File: config.mk
export PLATFORM = sky130hd
export DESIGN_NAME = uart_rx_flat
export DESIGN_NICKNAME = d
export VERILOG_FILES = /design/src/rtl/uart_pkg.sv /design/src/rtl/uart_rx_if.sv /design/src/rtl/uart_baud_tick.sv /design/src/rtl/uart_rx.sv /design/src/flat_wrapper.sv
export SDC_FILE = /design/constraint.sdc
export NUM_CORES = 1
export LEC_CHECK = 0
export ABC_AREA = 1
export CORE_MARGIN = 4
export CORE_UTILIZATION = 30
export CTS_CLUSTER_DIAMETER = 80
export DETAILED_ROUTE_END_ITERATION = 8
export GPL_TIMING_DRIVEN = 0
export HOLD_SLACK_MARGIN = 0.03
export PLACE_DENSITY = 0.45
export SLEW_MARGIN = 25
export SYNTH_ARGS = -nofsm -noshare
export SYNTH_HDL_FRONTEND = slang
export SYNTH_SLANG_ARGS = --single-unit
File: constraint.sdc
create_clock -name CLK -period 2.16 [get_ports CLK]
set_input_delay 0.648 -clock CLK [delete_from_list [all_inputs] [get_ports CLK]]
set_output_delay 0.648 -clock CLK [all_outputs]
set_load 0.1 [all_outputs]
File: src/rtl/uart_pkg.sv
// Shared types and constants for the UART receive path (and the planned transmitter).
package uart_pkg;

    typedef enum logic [2:0] {
        IDLE,
        START,
        DATA,
        STOP,
        BREAK
    } rx_state_e;

    localparam int OVERSAMPLE = 16;
    localparam int DATA_BITS  = 8;
    localparam int SAMPLE_MID = 8;

    // Clock cycles per oversample tick; integer division truncates.
    function automatic int div_calc(input int clk_freq, input int baud_rate);
        return clk_freq / (baud_rate * OVERSAMPLE);
    endfunction

endpackage

File: src/rtl/uart_rx_if.sv
// Byte delivery interface between the UART receiver and its consumer.
interface uart_rx_if;
    import uart_pkg::*;

    logic [DATA_BITS-1:0] rx_data;
    logic                 rx_valid;
    logic                 rx_ready;
    logic                 frame_err;
    logic                 overrun;

    modport master (
        output rx_data, rx_valid, frame_err, overrun,
        input  rx_ready
    );

    modport slave (
        input  rx_data, rx_valid, frame_err, overrun,
        output rx_ready
    );

endinterface

File: src/rtl/uart_baud_tick.sv
// Oversample tick generator: one-cycle tick every DIV clocks, phase-resettable via clr.
module uart_baud_tick #(
    parameter int DIV = 27
) (
    input  logic CLK,
    input  logic RST,
    input  logic clr,
    output logic tick
);

    localparam int               CNT_W   = (DIV > 1) ? $clog2(DIV) : 1;
    localparam logic [CNT_W-1:0] CNT_MAX = CNT_W'(DIV - 1);

    logic [CNT_W-1:0] cnt;

    // NOTE: sequential state is written only with non-blocking assignments so every
    // flop samples pre-edge values regardless of process evaluation order.
    always_ff @(posedge CLK) begin
        if (RST || clr) begin
            cnt <= '0;
        end else if (cnt == CNT_MAX) begin
            cnt <= '0;
        end else begin
            cnt <= cnt + CNT_W'(1);
        end
    end

    assign tick = (cnt == CNT_MAX);

endmodule

File: src/rtl/uart_rx.sv
// 8N1 UART receiver: 16x oversampling, 3-sample majority vote, valid/ready byte output
// with single-cycle framing and overrun error pulses.
module uart_rx
    import uart_pkg::*;
#(
    parameter int CLK_FREQ  = 50_000_000,
    parameter int BAUT_RATE = 115200
) (
    input  logic      CLK,
    input  logic      RST,
    input  logic      UART_RXD,
    uart_rx_if.master rx
);

    localparam int DIV = div_calc(CLK_FREQ, BAUT_RATE);

    if (DIV < 2) begin : g_bad_div
        $error("uart_rx: CLK_FREQ/(BAUT_RATE*16) must be at least 2");
    end

    localparam logic [3:0] SCNT_A    = 4'(SAMPLE_MID - 1);
    localparam logic [3:0] SCNT_B    = 4'(SAMPLE_MID);
    localparam logic [3:0] SCNT_DEC  = 4'(SAMPLE_MID + 1);
    localparam logic [3:0] SCNT_LAST = 4'(OVERSAMPLE - 1);
    localparam logic [2:0] BIT_LAST  = 3'(DATA_BITS - 1);

    logic                 rxd_m, rxd_s;
    logic                 tick, clr;
    logic [3:0]           scnt;
    logic [2:0]           bit_idx;
    logic                 samp_a, samp_b, maj;
    logic                 bit_decide, bit_end;
    logic                 shift_en, byte_done, frame_det;
    logic [DATA_BITS-1:0] shreg;
    rx_state_e            state, state_nxt;

    logic [DATA_BITS-1:0] data_q;
    logic                 valid_q, frame_err_q, overrun_q;

    // Two-flop synchronizer; resets to the idle (high) line level.
    always_ff @(posedge CLK) begin
        if (RST) begin
            rxd_m <= 1'b1;
            rxd_s <= 1'b1;
        end else begin
            rxd_m <= UART_RXD;
            rxd_s <= rxd_m;
        end
    end

    uart_baud_tick #(.DIV(DIV)) u_tick (
        .CLK  (CLK),
        .RST  (RST),
        .clr  (clr),
        .tick (tick)
    );

    // Third sample is the live line value on the deciding tick.
    assign maj        = (samp_a & samp_b) | (samp_a & rxd_s) | (samp_b & rxd_s);
    assign bit_decide = tick && (scnt == SCNT_DEC);
    assign bit_end    = tick && (scnt == SCNT_LAST);

    always_ff @(posedge CLK) begin
        if (RST) begin
            state <= IDLE;
        end else begin
            state <= state_nxt;
        end
    end

    // NOTE: every combinational output is given a default first, so no path
    // leaves it unassigned and no latch is inferred.
    always_comb begin
        state_nxt = state;
        case (state)
            IDLE:    if (!rxd_s) state_nxt = START;
            START: begin
                if (bit_decide && maj)  state_nxt = IDLE;
                else if (bit_end)       state_nxt = DATA;
            end
            DATA:    if (bit_end && bit_idx == BIT_LAST) state_nxt = STOP;
            STOP:    if (bit_decide) state_nxt = maj ? IDLE : BREAK;
            BREAK:   if (rxd_s) state_nxt = IDLE;
            default: state_nxt = IDLE;
        endcase
    end

    always_comb begin
        clr       = 1'b0;
        shift_en  = 1'b0;
        byte_done = 1'b0;
        frame_det = 1'b0;
        case (state)
            IDLE:    clr       = !rxd_s;
            DATA:    shift_en  = bit_decide;
            STOP: begin
                byte_done = bit_decide && maj;
                frame_det = bit_decide && !maj;
            end
            default: ;
        endcase
    end

    always_ff @(posedge CLK) begin
        if (RST) begin
            scnt    <= '0;
            bit_idx <= '0;
            samp_a  <= 1'b0;
            samp_b  <= 1'b0;
            shreg   <= '0;
        end else begin
            if (clr) begin
                scnt <= '0;
            end else if (tick) begin
                scnt <= (scnt == SCNT_LAST) ? 4'd0 : scnt + 4'd1;
            end

            if (state == START && bit_end) begin
                bit_idx <= '0;
            end else if (state == DATA && bit_end) begin
                bit_idx <= bit_idx + 3'd1;
            end

            if (tick && scnt == SCNT_A) samp_a <= rxd_s;
            if (tick && scnt == SCNT_B) samp_b <= rxd_s;

            if (shift_en) shreg <= {maj, shreg[DATA_BITS-1:1]};
        end
    end

    // A completion may coincide with an accept: the new byte replaces the old with no gap.
    always_ff @(posedge CLK) begin
        if (RST) begin
            data_q      <= '0;
            valid_q     <= 1'b0;
            frame_err_q <= 1'b0;
            overrun_q   <= 1'b0;
        end else begin
            frame_err_q <= frame_det;
            overrun_q   <= byte_done && valid_q && !rx.rx_ready;
            if (byte_done && (!valid_q || rx.rx_ready)) begin
                data_q  <= shreg;
                valid_q <= 1'b1;
            end else if (valid_q && rx.rx_ready) begin
                valid_q <= 1'b0;
            end
        end
    end

    assign rx.rx_data   = data_q;
    assign rx.rx_valid  = valid_q;
    assign rx.frame_err = frame_err_q;
    assign rx.overrun   = overrun_q;

endmodule

File: src/flat_wrapper.sv
// flat-port wrapper written by rule: the top's interface ports become plain ports
module uart_rx_flat import uart_pkg::*;
#(
    parameter int CLK_FREQ  = 50_000_000,
    parameter int BAUT_RATE = 115200
)
  (CLK, RST, UART_RXD, rx_rx_data, rx_rx_valid, rx_frame_err, rx_overrun, rx_rx_ready);
  uart_rx_if rx_i ();
  input  logic CLK;
  input  logic RST;
  input  logic UART_RXD;
  output wire logic [$bits(rx_i.rx_data)-1:0] rx_rx_data;
  output wire logic [$bits(rx_i.rx_valid)-1:0] rx_rx_valid;
  output wire logic [$bits(rx_i.frame_err)-1:0] rx_frame_err;
  output wire logic [$bits(rx_i.overrun)-1:0] rx_overrun;
  input wire logic [$bits(rx_i.rx_ready)-1:0] rx_rx_ready;
  assign rx_rx_data = rx_i.rx_data;
  assign rx_rx_valid = rx_i.rx_valid;
  assign rx_frame_err = rx_i.frame_err;
  assign rx_overrun = rx_i.overrun;
  assign rx_i.rx_ready = rx_rx_ready;
  uart_rx #(.CLK_FREQ(CLK_FREQ), .BAUT_RATE(BAUT_RATE)) u_core (.CLK(CLK), .RST(RST), .UART_RXD(UART_RXD), .rx(rx_i));
endmodule
==> impl_metrics.json, run 1 <==
{
  "initial_utilization_pct": 31.8,
  "clock.fmax_mhz": 474,
  "relSlewSlack_pct": 36.2,
  "dpl.hpwl_um": 2450,
  "portBuffers": 14,
  "cp-start-kind": "flip-flop",
  "multi_input_area_sq_um": 767,
  "clk_pin_slew_ns": 0.08,
  "synth_top_area_cell": "dfxtp_1",
  "finalPower_mw": 1.51,
  "grt_pass1_wl_um": 5910,
  "gp_congestion": 0.793,
  "die_area_sq_um": 6820,
  "cp_cell_sequence": "clkdlybuf4s15_1",
  "die_y_um": 82.6,
  "core_area_sq_um": 5240,
  "tightest_slew_ns": 0.960,
  "clkSinkCount": 38,
  "viasPerCell": 4.51,
  "clk_path_buf_depth": 2,
  "grt_antenna_before_repair": 0,
  "hold_path_class": "reg -> reg",
  "ir_drop_uv": 357,
  "vias": 1402,
  "num_antenna_cells": 0,
  "crit_fanout": 2,
  "avgSynthCellArea_sq_um": 7.62,
  "finalClockSkew_ns": 0.00655,
  "clock_latency_ns": 0.29,
  "drt-pass1-iter-count": 4,
  "worst_ep_arrival_time_ns": 1.46,
  "finalHoldViolCount": 0,
  "worst_hold_slack_ns": 0.446,
  "chipWidth_um": 82.6,
  "maxCapViolCount": 0,
  "io_pins": 15,
  "cts_made_buffers": 5,
  "synth_top_area_share_pct": 45.6,
  "final-setup-viol-count": 0,
  "rsz0062_at_grt": "false",
  "drive_above_1_share_pct": 10.8,
  "p_leak_nw": 0.800,
  "cts_tree": "built",
  "synth_warnings": 0,
  "ys_types": 24,
  "post-route-period-util_pct": 97.7,
  "fin_tns_setup_ns": 0,
  "wl_per_cell_um": 10.7,
  "final_cells": 311,
  "ff_latch_area_sq_um": 761,
  "overflow": 0,
  "dp_cells": 303,
  "grt_max_degree": 13,
  "root_buffer": "clkbuf_8",
  "areaGrowthSynthToFinish_pct": 18.9,
  "crit_slowest_cell": "clkdlybuf4s15_1",
  "antenna_left": 0,
  "netlist_instances": 219,
  "rows": 26,
  "drt_first_iter_violations": 92,
  "status": "completed",
  "crit_path_max_incr_delay_ns": 0.82,
  "htreeDepth": 2,
  "final_max_slew_viol_count": 0,
  "nNetsFinal": 251,
  "final_util_pct": 37.9,
  "cp_num_buf_inv": 1,
  "yosysSeqAreaShare_pct": 45.6,
  "timing.critical_path.max_delay_family": "buffers and inverters",
  "p_per_area_nw_per_um2": 759,
  "drc": 0,
  "criticalPathCategory": "reg -> out",
  "synth-seq-cells": 38,
  "synth_nets": 230,
  "grt_pass1_vias": 1282,
  "fillCellCount": 578,
  "synth_area_sq_um": 1670,
  "yosys-top-cells-area": "dfxtp_1 46%, nand2_1 8.8%, a21oi_1 7.5%",
  "worst_ep_required_time_ns": 1.51,
  "cp-end-kind": "primary output",
  "grt_usage_pct": 11.4,
  "finalCriticalPeriod_ns": 2.11,
  "totalWireLength_um": 3320
}
-- sequential cells by signal (all words and copies together), names as in the netlist --
| register | cells |
|---|---|
| u_core.rxd_s | 1 |
| u_core.samp_b | 1 |
| u_core.rx.frame_err | 1 |
| u_core.shreg | 8 |
| u_core.rx.rx_valid | 1 |
| u_core.rx.rx_data | 8 |
| u_core.samp_a | 1 |
| u_core.state | 3 |
| u_core.u_tick.cnt | 5 |
| u_core.bit_idx | 3 |
| u_core.rx.overrun | 1 |
| u_core.rxd_m | 1 |
| u_core.scnt | 4 |
-- metrics by stage --
stage | area (sq um) | setup WS [ns]
after floorplan | 1670 | 0.535
after global placement | 1900 | 0.0443
after detailed placement | 1900 | 0.0595
final | 1980 | 0.0504
after CTS | 1980 | 0.00254
after global routing | 1980 | 0.00554
-- metal layers --
layer  wire length (um)  global-route usage (%)
met2               1380                    16.2
met5                  0                       0
met1               1750                    15.8
met4                 74                    5.39
met3                124                    3.04
-- worst register-to-register path, delay by kind of cell, from the launching register on --
family          cells  cell delay, ns
compound gates      1            0.07
fa+ha+maj           1            0.15
flops               1            0.33
simple gates        6            0.99
buf+inv             1            0.06
-- cells in the final DEF, fill, tap and decap left out, types with 6 or more instances in the layout --
cell	instances
nand2_1	39
dfxtp_1	38
inv_1	31
a21oi_1	25
nor2_1	18
nand3_1	15
o21ai_0	12
clkdlybuf4s15_1	8
ha_1	7
clkbuf_8	6
-- synth_stat cells --
cell type / n
a21oi_1: 25
a21oi_2: 1
buf_2: 1
clkbuf_1: 3
dfxtp_1: 38
ha_1: 7
inv_1: 31
inv_2: 2
nand2_1: 39
nand2_2: 4
nand3_1: 15
nand3_2: 2
nand4_1: 4
nor2_1: 18
nor2_2: 2
nor2_4: 1
nor2_8: 1
nor3_1: 4
nor4_1: 1
o21ai_0: 12
o21ai_1: 1
or2_0: 1
or2_2: 3
xor2_1: 3
-- final timing paths --
path         depth (start not counted)  slack [ns]                  from                    to
min reg2reg                          1        0.45          u_core.rxd_m          u_core.rxd_s
max                                  1        0.05  u_core.rx.rx_data[4]         rx_rx_data[4]
max reg2reg                          9        0.45  u_core.u_tick.cnt[0]  u_core.rx.rx_data[6]
min                                  1        0.45          u_core.rxd_m          u_core.rxd_s
-- area by class of cell --
cell class | instances | area share (%)
multi-input cells | 144 | 38.7
flip-flops and latches | 38 | 38.4
repair buffers | 14 | 6.69
inverters | 33 | 6.25
well taps | 70 | 4.42
clock buffers | 6 | 4.16
plain buffers | 4 | 0.820
clock inverters | 2 | 0.631
-- logic make-up after synthesis --
kind of cell	Yosys count	synth area share, %
AOI/OAI and AO/OA	39	11.9
xor gates and xnor gates	3	1.58
adders and majority gates	7	5.25
buffers and inverters	37	8.40
DFF	38	45.6
and+or+nand+nor	95	27.2
-- power breakdown --
group | switching (mW) | internal [mW] | total (mW)
Sequential | 0.0281 | 0.729 | 0.757
Combinational | 0.151 | 0.0874 | 0.238
Clock | 0.254 | 0.257 | 0.511
Total | 0.433 | 1.07 | 1.51
-- timing repair --
item | CTS | global route
hold buffers | 0 | 0
endpoints found under the setup margin | 11 | 9
buffers inserted | 0 | 0
endpoints found under the hold margin | 0 | 0
pin swaps | 0 | 0
gates resized for setup | 11 | 10
No activity file was read; power rests on OpenSTA's default activity.
==> run 2: changes to the inputs <==
- CORE_MARGIN: 4 -> unset
- CTS_CLUSTER_DIAMETER: 80 -> 40
==> run 2 against run 1 <==
Effect of this change:
- clock power hardly changed
- via count down 3.6%
- maximum frequency up 0.80%
- final area hardly changed
- non-clock buffer count unchanged
- utilization about the same
- combinational power about the same
- first-iteration DRC count is 25% lower
- die area decreased by 14%
- largest power group unchanged
- highest routed layer unchanged
==> impl_metrics.json, run 2 (same netlist as run 1, synthesis figures left out) <==
{
  "status": "completed",
  "dpl.hpwl_um": 2400,
  "htreeDepth": 2,
  "p_int_mw": 1.07,
  "gp_congestion": 0.809,
  "overflow": 0,
  "areaGrowthSynthToFinish_pct": 19.0,
  "p_sw_share_pct": 28.7,
  "num_antenna_cells": 0,
  "clock.fmax_mhz": 478,
  "crit_slowest_cell": "clkdlybuf4s15_1",
  "totalWireLength_um": 3270,
  "vias": 1351,
  "portBuffers": 14,
  "seqPwrFrac_pct": 50.4,
  "die_y_um": 76.6,
  "cts_tree": "built",
  "hold_path_class": "reg -> reg",
  "grt_pass1_wl_um": 5840,
  "drt_first_iter_violations": 69,
  "p_per_area_nw_per_um2": 759,
  "crit_fanout": 2,
  "rsz0062_at_grt": "false",
  "fin_tns_setup_ns": 0,
  "die_area_sq_um": 5860,
  "cp_num_buf_inv": 1,
  "cts_made_buffers": 5,
  "final_common_cell": "nand2_1",
  "finalHoldViolCount": 0,
  "root_buffer": "clkbuf_8",
  "final-setup-viol-count": 0,
  "viasPerCell": 4.34,
  "cp-start-kind": "flip-flop",
  "wl_per_cell_um": 10.5,
  "drt-pass1-iter-count": 4,
  "worst_ep_required_time_ns": 1.51,
  "clkSinkCount": 38,
  "grt_pass1_vias": 1296,
  "grt_max_degree": 12,
  "cp_cell_sequence": "clkdlybuf4s15_1",
  "relSlewSlack_pct": 36.7,
  "rows": 26,
  "timing.critical_path.max_delay_family": "buffers and inverters",
  "drc": 0,
  "grt_antenna_before_repair": 0,
  "cts.hold.buffers_added": 0,
  "clock_latency_ns": 0.29,
  "finalCriticalPeriod_ns": 2.09,
  "maxCapViolCount": 0,
  "layout_common_cells": "39 x nand2_1, 38 x dfxtp_1, 31 x inv_1",
  "initial_utilization_pct": 31.8,
  "cp-end-kind": "primary output",
  "clk_pin_slew_ns": 0.07,
  "worst_ep_arrival_time_ns": 1.44,
  "chipWidth_um": 76.6,
  "p_switching_uw": 433,
  "finalClockSkew_ns": 0.00626,
  "tightest_slew_ns": 0.953,
  "criticalPathCategory": "reg -> out",
  "drive_above_1_share_pct": 9.96,
  "core_area_sq_um": 5240,
  "final_cells": 311,
  "final_max_slew_viol_count": 0,
  "post-route-period-util_pct": 96.9,
  "dp_cells": 303,
  "clk_path_buf_depth": 2,
  "crit_path_max_incr_delay_ns": 0.82,
  "p_leak_nw": 0.801,
  "nNetsFinal": 251,
  "combPwrFrac_pct": 15.6,
  "antenna_left": 0,
  "power_frac_clock_pct": 34.0,
  "io_pins": 15,
  "ir_drop_uv": 344,
  "grt_usage_pct": 12.8
}
## run 2: metrics by stage
| stage | hold WS (ns) | area [sq um] | power (mW) | setup WS [ns] | utilization, % |
|---|---|---|---|---|---|
| 2_1_floorplan | 0.389 | 1670 | 0.960 | 0.535 | - |
| 3_3_place_gp | 0.398 | 1900 | 1.01 | 0.0555 | 36.2 |
| 3_5_place_dp | 0.398 | 1900 | 1.01 | 0.0402 | 36.2 |
| 4_1_cts | 0.430 | 1970 | 1.53 | 0.0196 | 37.7 |
| 5_1_grt | 0.441 | 1980 | 1.62 | 0.000850 | 37.9 |
| 6_report | 0.428 | 1980 | 1.51 | 0.0671 | 37.9 |
## run 2: area by class of cell
cell class,count,area (sq um)
Buffer,4,16.3
Clock buffer,7,86.3
Sequential cell,38,761
Tap cell,70,87.6
Multi-Input combinational cell,144,767
Inverter,33,124
Clock inverter,1,5.00
Fill cell,597,3250
Timing Repair Buffer,14,138
## run 2: timing repair
action | in CTS | in global routing
buffers inserted | 0 | 0
gates resized for setup | 11 | 9
setup endpoints to repair | 11 | 9
## run 2: per-layer routing
metal	share of wire (%)	GRT usage (%)
met5	0	0
met4	2.3	6.92
met3	2.9	3.59
met2	40	18.8
met1	54	16.8
## run 2: worst paths after layout
check                                           from                   end  cells after the start  slack (ns)
worst max-delay path            u_core.rx.rx_data[2]         rx_rx_data[2]                      1        0.07
worst min-delay path                    u_core.rxd_m          u_core.rxd_s                      1        0.43
worst max register to register  u_core.u_tick.cnt[0]  u_core.rx.rx_data[4]                      9        0.43
worst min register to register          u_core.rxd_m          u_core.rxd_s                      1        0.43
## run 2: power groups by stage
stage	clock network (mW)	registers (mW)	logic [mW]
3_3_place_gp	0	0.776	0.238
3_5_place_dp	0	0.774	0.237
4_1_cts	0.534	0.758	0.238
6_report	0.512	0.759	0.235
2_1_floorplan	0	0.766	0.194
5_1_grt	0.570	0.765	0.285
